==> config.mk <==
export PLATFORM = sky130hd
export DESIGN_NAME = monolith_stream_sequencer
export DESIGN_NICKNAME = d
export VERILOG_FILES = /design/src/rtl/monolith_stream_pkg.sv /design/src/rtl/monolith_chunk_fifo.sv /design/src/rtl/monolith_stream_sequencer.sv
export SDC_FILE = /design/constraint.sdc
export NUM_CORES = 2
export LEC_CHECK = 0
export BUFFER_PORTS_ARGS = -buffer_cell sky130_fd_sc_hd__buf_4
export CELL_PAD_IN_SITES_DETAIL_PLACEMENT = 1
export CELL_PAD_IN_SITES_GLOBAL_PLACEMENT = 1
export CORE_MARGIN = 2
export CORE_UTILIZATION = 50
export CTS_CLUSTER_DIAMETER = 80
export DETAILED_ROUTE_END_ITERATION = 6
export PLACE_DENSITY_LB_ADDON = 0.1
export SYNTH_ARGS = -nofsm -noshare
export SYNTH_HDL_FRONTEND = slang
export SYNTH_HIERARCHICAL = 1
export SYNTH_SLANG_ARGS = --single-unit
==> constraint.sdc <==
create_clock -name clk -period 19.8 [get_ports clk]
set_input_delay 2.97 -clock clk [delete_from_list [all_inputs] [get_ports clk]]
set_output_delay 2.97 -clock clk [all_outputs]
set_load 0.005 [all_outputs]
==> src/rtl/monolith_stream_pkg.sv <==
// Shared defaults, input FSM encoding and word/state typedefs for the
// Monolith stream sequencer.
package monolith_stream_pkg;

  localparam int DATA_W_DEF    = 31;
  localparam int PERM_SIZE_DEF = 16;

  typedef enum logic {
    ST_FILL = 1'b0,
    ST_HOLD = 1'b1
  } in_state_e;

  typedef logic [DATA_W_DEF-1:0]               word_t;
  typedef logic [PERM_SIZE_DEF*DATA_W_DEF-1:0] perm_state_t;

  // Index width that stays legal (>=1 bit) for single-entry ranges.
  function automatic int idx_width(input int n);
    return (n > 1) ? $clog2(n) : 1;
  endfunction

endpackage

==> src/rtl/monolith_chunk_fifo.sv <==
// Result-chunk FIFO: one entry per hash result, simultaneous push/pop allowed
// even when full; a push that cannot be stored is reported on drop.
module monolith_chunk_fifo
  import monolith_stream_pkg::*;
#(
  parameter int WIDTH = 248,
  parameter int DEPTH = 4
) (
  input  logic             clk,
  input  logic             reset,
  input  logic             push,
  input  logic [WIDTH-1:0] push_data,
  input  logic             pop,
  output logic [WIDTH-1:0] head_data,
  output logic             full,
  output logic             empty,
  output logic             drop
);

  localparam int PTR_W = idx_width(DEPTH);
  localparam int CNT_W = $clog2(DEPTH + 1);
  localparam logic [PTR_W-1:0] PTR_LAST = PTR_W'(DEPTH - 1);

  logic [WIDTH-1:0] mem_q [DEPTH];
  logic [PTR_W-1:0] wr_ptr_q, rd_ptr_q;
  logic [CNT_W-1:0] count_q;
  logic             do_push, do_pop;

  assign full    = (count_q == CNT_W'(DEPTH));
  assign empty   = (count_q == '0);
  assign do_pop  = pop && !empty;
  assign do_push = push && (!full || do_pop);
  assign drop    = push && !do_push;

  assign head_data = mem_q[rd_ptr_q];

  // NOTE: payload storage has no reset; emptiness is defined by count_q alone,
  // so clearing the array would only cost reset fan-out.
  always_ff @(posedge clk) begin
    if (do_push) mem_q[wr_ptr_q] <= push_data;
  end

  always_ff @(posedge clk or posedge reset) begin
    if (reset) begin
      wr_ptr_q <= '0;
      rd_ptr_q <= '0;
      count_q  <= '0;
    end else begin
      if (do_push) wr_ptr_q <= (wr_ptr_q == PTR_LAST) ? '0 : wr_ptr_q + 1'b1;
      if (do_pop)  rd_ptr_q <= (rd_ptr_q == PTR_LAST) ? '0 : rd_ptr_q + 1'b1;
      if (do_push && !do_pop)      count_q <= count_q + 1'b1;
      else if (!do_push && do_pop) count_q <= count_q - 1'b1;
    end
  end

endmodule

==> src/rtl/monolith_stream_sequencer.sv <==
// Assembles AXIS words into permutation states, issues them to a non-stalling
// hash engine under a credit scheme, and streams result words back out.
module monolith_stream_sequencer
  import monolith_stream_pkg::*;
#(
  parameter int DATA_W    = DATA_W_DEF,
  parameter int PERM_SIZE = PERM_SIZE_DEF,
  parameter int OUT_WORDS = 16,
  parameter int OUT_DEPTH = 4
) (
  input  logic                          clk,
  input  logic                          reset,
  input  logic                          s_axis_tvalid,
  output logic                          s_axis_tready,
  input  logic [DATA_W-1:0]             s_axis_tdata,
  input  logic                          s_axis_tlast,
  output logic [PERM_SIZE*DATA_W-1:0]   hash_state_in,
  output logic                          hash_in_valid,
  input  logic [PERM_SIZE*DATA_W-1:0]   hash_state_out,
  input  logic                          hash_out_valid,
  output logic                          m_axis_tvalid,
  input  logic                          m_axis_tready,
  output logic [DATA_W-1:0]             m_axis_tdata,
  output logic                          m_axis_tlast,
  output logic                          err_tlast,
  output logic                          err_overflow,
  output logic [$clog2(OUT_DEPTH+1)-1:0] credits
);

  localparam int IN_IDX_W  = idx_width(PERM_SIZE);
  localparam int OUT_IDX_W = idx_width(OUT_WORDS);
  localparam int CRED_W    = $clog2(OUT_DEPTH + 1);
  localparam int CHUNK_W   = OUT_WORDS * DATA_W;

  localparam logic [IN_IDX_W-1:0]  IN_LAST  = IN_IDX_W'(PERM_SIZE - 1);
  localparam logic [OUT_IDX_W-1:0] OUT_LAST = OUT_IDX_W'(OUT_WORDS - 1);
  localparam logic [CRED_W-1:0]    CRED_MAX = CRED_W'(OUT_DEPTH);

  in_state_e            state_q;
  logic [IN_IDX_W-1:0]  idx_q;
  logic [DATA_W-1:0]    chunk_q [PERM_SIZE];
  logic                 err_tlast_q;
  logic [CRED_W-1:0]    credits_q, credits_d;
  logic [OUT_IDX_W-1:0] out_idx_q;
  logic                 overflow_q;

  logic               beat, issue, out_beat, pop_chunk;
  logic [CHUNK_W-1:0] fifo_head;
  logic               fifo_full, fifo_empty, fifo_drop;

  assign s_axis_tready = (state_q == ST_FILL);
  assign beat          = s_axis_tvalid && s_axis_tready;
  assign issue         = (state_q == ST_HOLD) && (credits_q != '0);
  assign hash_in_valid = issue;
  assign err_tlast     = err_tlast_q;
  assign err_overflow  = overflow_q;
  assign credits       = credits_q;

  for (genvar g = 0; g < PERM_SIZE; g++) begin : g_pack
    assign hash_state_in[g*DATA_W +: DATA_W] = chunk_q[g];
  end

  // NOTE: sequential state is written with <= only, so every register samples
  // the pre-edge values of its neighbours regardless of statement order.
  always_ff @(posedge clk or posedge reset) begin
    if (reset) begin
      state_q     <= ST_FILL;
      idx_q       <= '0;
      err_tlast_q <= 1'b0;
      for (int w = 0; w < PERM_SIZE; w++) chunk_q[w] <= '0;
    end else begin
      err_tlast_q <= 1'b0;
      case (state_q)
        ST_FILL: begin
          if (beat) begin
            chunk_q[idx_q] <= s_axis_tdata;
            if (idx_q == IN_LAST) begin
              state_q     <= ST_HOLD;
              idx_q       <= '0;
              err_tlast_q <= !s_axis_tlast;
            end else if (s_axis_tlast) begin
              // Early tlast: the partial chunk is abandoned.
              idx_q       <= '0;
              err_tlast_q <= 1'b1;
            end else begin
              idx_q <= idx_q + 1'b1;
            end
          end
        end
        ST_HOLD: begin
          if (issue) state_q <= ST_FILL;
        end
      endcase
    end
  end

  // NOTE: always_comb outputs get a default first so no path can infer a latch.
  always_comb begin
    credits_d = credits_q;
    if (issue && !pop_chunk)                         credits_d = credits_q - 1'b1;
    else if (!issue && pop_chunk && credits_q != CRED_MAX) credits_d = credits_q + 1'b1;
  end

  always_ff @(posedge clk or posedge reset) begin
    if (reset) begin
      credits_q  <= CRED_MAX;
      overflow_q <= 1'b0;
    end else begin
      credits_q <= credits_d;
      if (fifo_drop) overflow_q <= 1'b1;
    end
  end

  monolith_chunk_fifo #(
    .WIDTH (CHUNK_W),
    .DEPTH (OUT_DEPTH)
  ) u_fifo (
    .clk       (clk),
    .reset     (reset),
    .push      (hash_out_valid),
    .push_data (hash_state_out[CHUNK_W-1:0]),
    .pop       (pop_chunk),
    .head_data (fifo_head),
    .full      (fifo_full),
    .empty     (fifo_empty),
    .drop      (fifo_drop)
  );

  // Words beyond OUT_WORDS are intentionally ignored in compression mode.
  logic unused_hash_bits;
  assign unused_hash_bits = ^hash_state_out ^ fifo_full;

  assign m_axis_tvalid = !fifo_empty;
  assign m_axis_tlast  = m_axis_tvalid && (out_idx_q == OUT_LAST);
  assign out_beat      = m_axis_tvalid && m_axis_tready;
  assign pop_chunk     = out_beat && m_axis_tlast;

  always_comb begin
    m_axis_tdata = '0;
    for (int w = 0; w < OUT_WORDS; w++) begin
      if (out_idx_q == OUT_IDX_W'(w)) m_axis_tdata = fifo_head[w*DATA_W +: DATA_W];
    end
  end

  always_ff @(posedge clk or posedge reset) begin
    if (reset) begin
      out_idx_q <= '0;
    end else if (out_beat) begin
      out_idx_q <= m_axis_tlast ? '0 : out_idx_q + 1'b1;
    end
  end

endmodule

==> results.py <==
metrics = {
    "cts": {
        "postCtsSetupRepairBufs": 0,
        "numCtsBuffers": 280,
        "clock_latency_ps": 930,
        "htreeDepth": 5,
        "ctsResizeCount": 0,
        "postCtsHoldBufs": 0,
        "cts_tree": "done",
        "cts.sinks": 2501,
        "cts-root-buf": "clkbuf_16",
        "clockBufferDepth": 4,
        "clk_pin_slew_ps": 50,
    },
    "global_routing": {
        "antenna_found_initial": 124,
        "grt_pass1_wl_um": 409000,
        "grt_usage_pct": 30.2,
        "grt-ovfl-total": 0,
        "grt_pass1_vias": 52600,
        "grt_max_degree": 144,
    },
    "worst_setup_path": {
        "critical_path.top_delay_family": "buffers and inverters",
        "r2r_slack_ps": 14220,
        "endpoint_kind": "primary output",
        "max_stage_delay_ps": 840,
        "startpoint_type": "flop",
        "required_ps": 16830,
        "cp_cell_sequence": "buf_12 -> buf_4 -> buf_4 -> mux4_2 -> a221oi_1 -> o22ai_1 -> o211ai_1 -> nand2_1 -> buf_4",
        "slowest_stage": "dfrtp_4",
        "critical_path_class": "flop to primary output",
        "timing.critical_path.mode_cell": "buf_4",
        "worst-path-buf-inv": 4,
        "crit_path_max_fanout": 94,
        "cp.arrival_ps": 6380,
    },
    "placement": {
        "dp_worst_setup_slack_ps": 11290,
        "place_area_um2": 106000,
        "gp_congestion": 0.824,
        "io_buffer_count": 1068,
        "post-dp-hpwl_um": 197000,
    },
    "routing": {
        "wirelength_um": 296000,
        "wl_per_cell_um": 35.2,
        "firstDrtPassIters": 7,
        "ant_nets": 0,
        "vias": 50800,
        "drtIter0Drc": 4800,
        "vias_per_cell": 6.05,
        "drc": 5,
    },
    "synth": {
        "syn-cell-area_um2": 95300,
        "avgSynthCellArea_um2": 21.2,
        "synth_nets": 5052,
        "synthCells": 4503,
        "ys_warn_count": 6,
    },
    "sta": {
        "period_minus_slack_ps": 9350,
        "finalHoldViolCount": 0,
        "setup_tns_ps": 0,
        "setup_viol_count_final": 0,
        "grt_setup_unrepaired": "false",
        "finClkSkew_ps": 54.0,
        "slew_headroom_pct": 27.9,
        "min_period_over_period_pct": 47.2,
        "setup_slack_ps": 10450,
        "clock.fmax_ghz": 0.107,
        "finalMaxSlewViolations": 0,
        "tightest_slew_ps": 1080,
    },
    "die": {
        "ioPinCount": 1069,
        "die-height_um": 441,
        "dieArea_um2": 194000,
        "initial_core_util_pct": 50.2,
        "core-area_um2": 190000,
        "die_w_um": 441,
        "num_rows": 160,
    },
    "run_status": {
        "outcome": "finished, violations left",
        "violations": "DRC",
    },
    "cells_and_area": {
        "final_layout_size_suffix_gt1_share_pct": 43.8,
        "stdcell_area_um2": 114000,
        "areaGrowthSynthToFinish_pct": 19.9,
        "fin_nets": 6200,
    },
    "power_and_ir_drop": {
        "p_leak_nw": 41.7,
        "power_density_nw_per_um2": 141,
        "total_power_mw": 16.1,
        "peakVddDrop_uv": 208,
    },
    "flow_run": {
        "cap_violations": 0,
    },
    "min_path": {
        "hold_class": "flop to flop",
    },
}
## metrics by stage
stage	std cells	hold WS (ps)	utilization, %
6_report	8405	482	60.2
5_1_grt	8398	503	60.2
4_1_cts	8342	475	60.1
3_5_place_dp	7880	462	55.8
3_3_place_gp	7880	458	55.8
2_1_floorplan	4503	465	-
## registers in the layout (all words and copies together), names as in the netlist
name / count
u_fifo/count_q: 3
out_idx_q: 4
hash_state_in: 496
u_fifo/rd_ptr_q: 2
err_tlast: 1
u_fifo/wr_ptr_q: 2
u_fifo/mem_q: 1984
err_overflow: 1
idx_q: 4
credits: 3
state_q: 1
## cells in the final DEF (no fill, tap or decap), types with 18 or more instances in the layout
cell type,count
nand2_1,77
nand3_1,35
mux4_2,496
buf_4,1151
a222oi_1,30
mux2_2,492
clkbuf_16,287
a21oi_1,127
clkinv_2,19
o22ai_1,61
clkbuf_1,92
o211ai_1,32
dfrtp_1,512
o221a_2,30
o21ai_0,99
nand3b_1,32
nand2_2,18
diode_2,63
a221oi_1,32
edfxtp_1,1984
clkinv_1,41
o22a_1,30
## layer usage
layer	GRT usage (%)	part of all wire, %
met3	6.55	6.9
met5	0	0.12
met2	50.0	51
met4	16.1	5.2
met1	37.3	37
## layout make-up
class | instances | area (um2)
Fill cell | 16200 | 75500
Sequential cell | 2501 | 72500
Multi-Input combinational cell | 1690 | 21300
Timing Repair Buffer | 1161 | 8840
Clock buffer | 385 | 7610
Tap cell | 2511 | 3140
Clock inverter | 77 | 602
Antenna cell | 63 | 158
Inverter | 17 | 71.3
## report_power, final
group / internal [mW] / switching, mW
logic: 1.68 / 2.52
registers: 6.79 / 0.351
clock network: 2.80 / 1.99
## final timing paths
| path | start | to | depth (start not counted) |
|---|---|---|---|
| setup / recovery | u_fifo/rd_ptr_q[0]$_DFFE_PP0P_ | m_axis_tdata[22] | 9 |
| hold / removal | err_overflow$_DFFE_PP0P_ | err_overflow$_DFFE_PP0P_ | 1 |
| setup reg to reg | out_idx_q[3]$_DFFE_PP0P_ | u_fifo/mem_q[3][317]$_DFFE_PP_ | 8 |
| hold reg to reg | err_overflow$_DFFE_PP0P_ | err_overflow$_DFFE_PP0P_ | 1 |
| max in group asynchronous | reset | hash_state_in[243]$_DFFE_PP0P_ | 4 |
| min in group asynchronous | reset | u_fifo/count_q[1]$_DFFE_PP0P_ | 2 |
(Power assumes the default switching activity.)
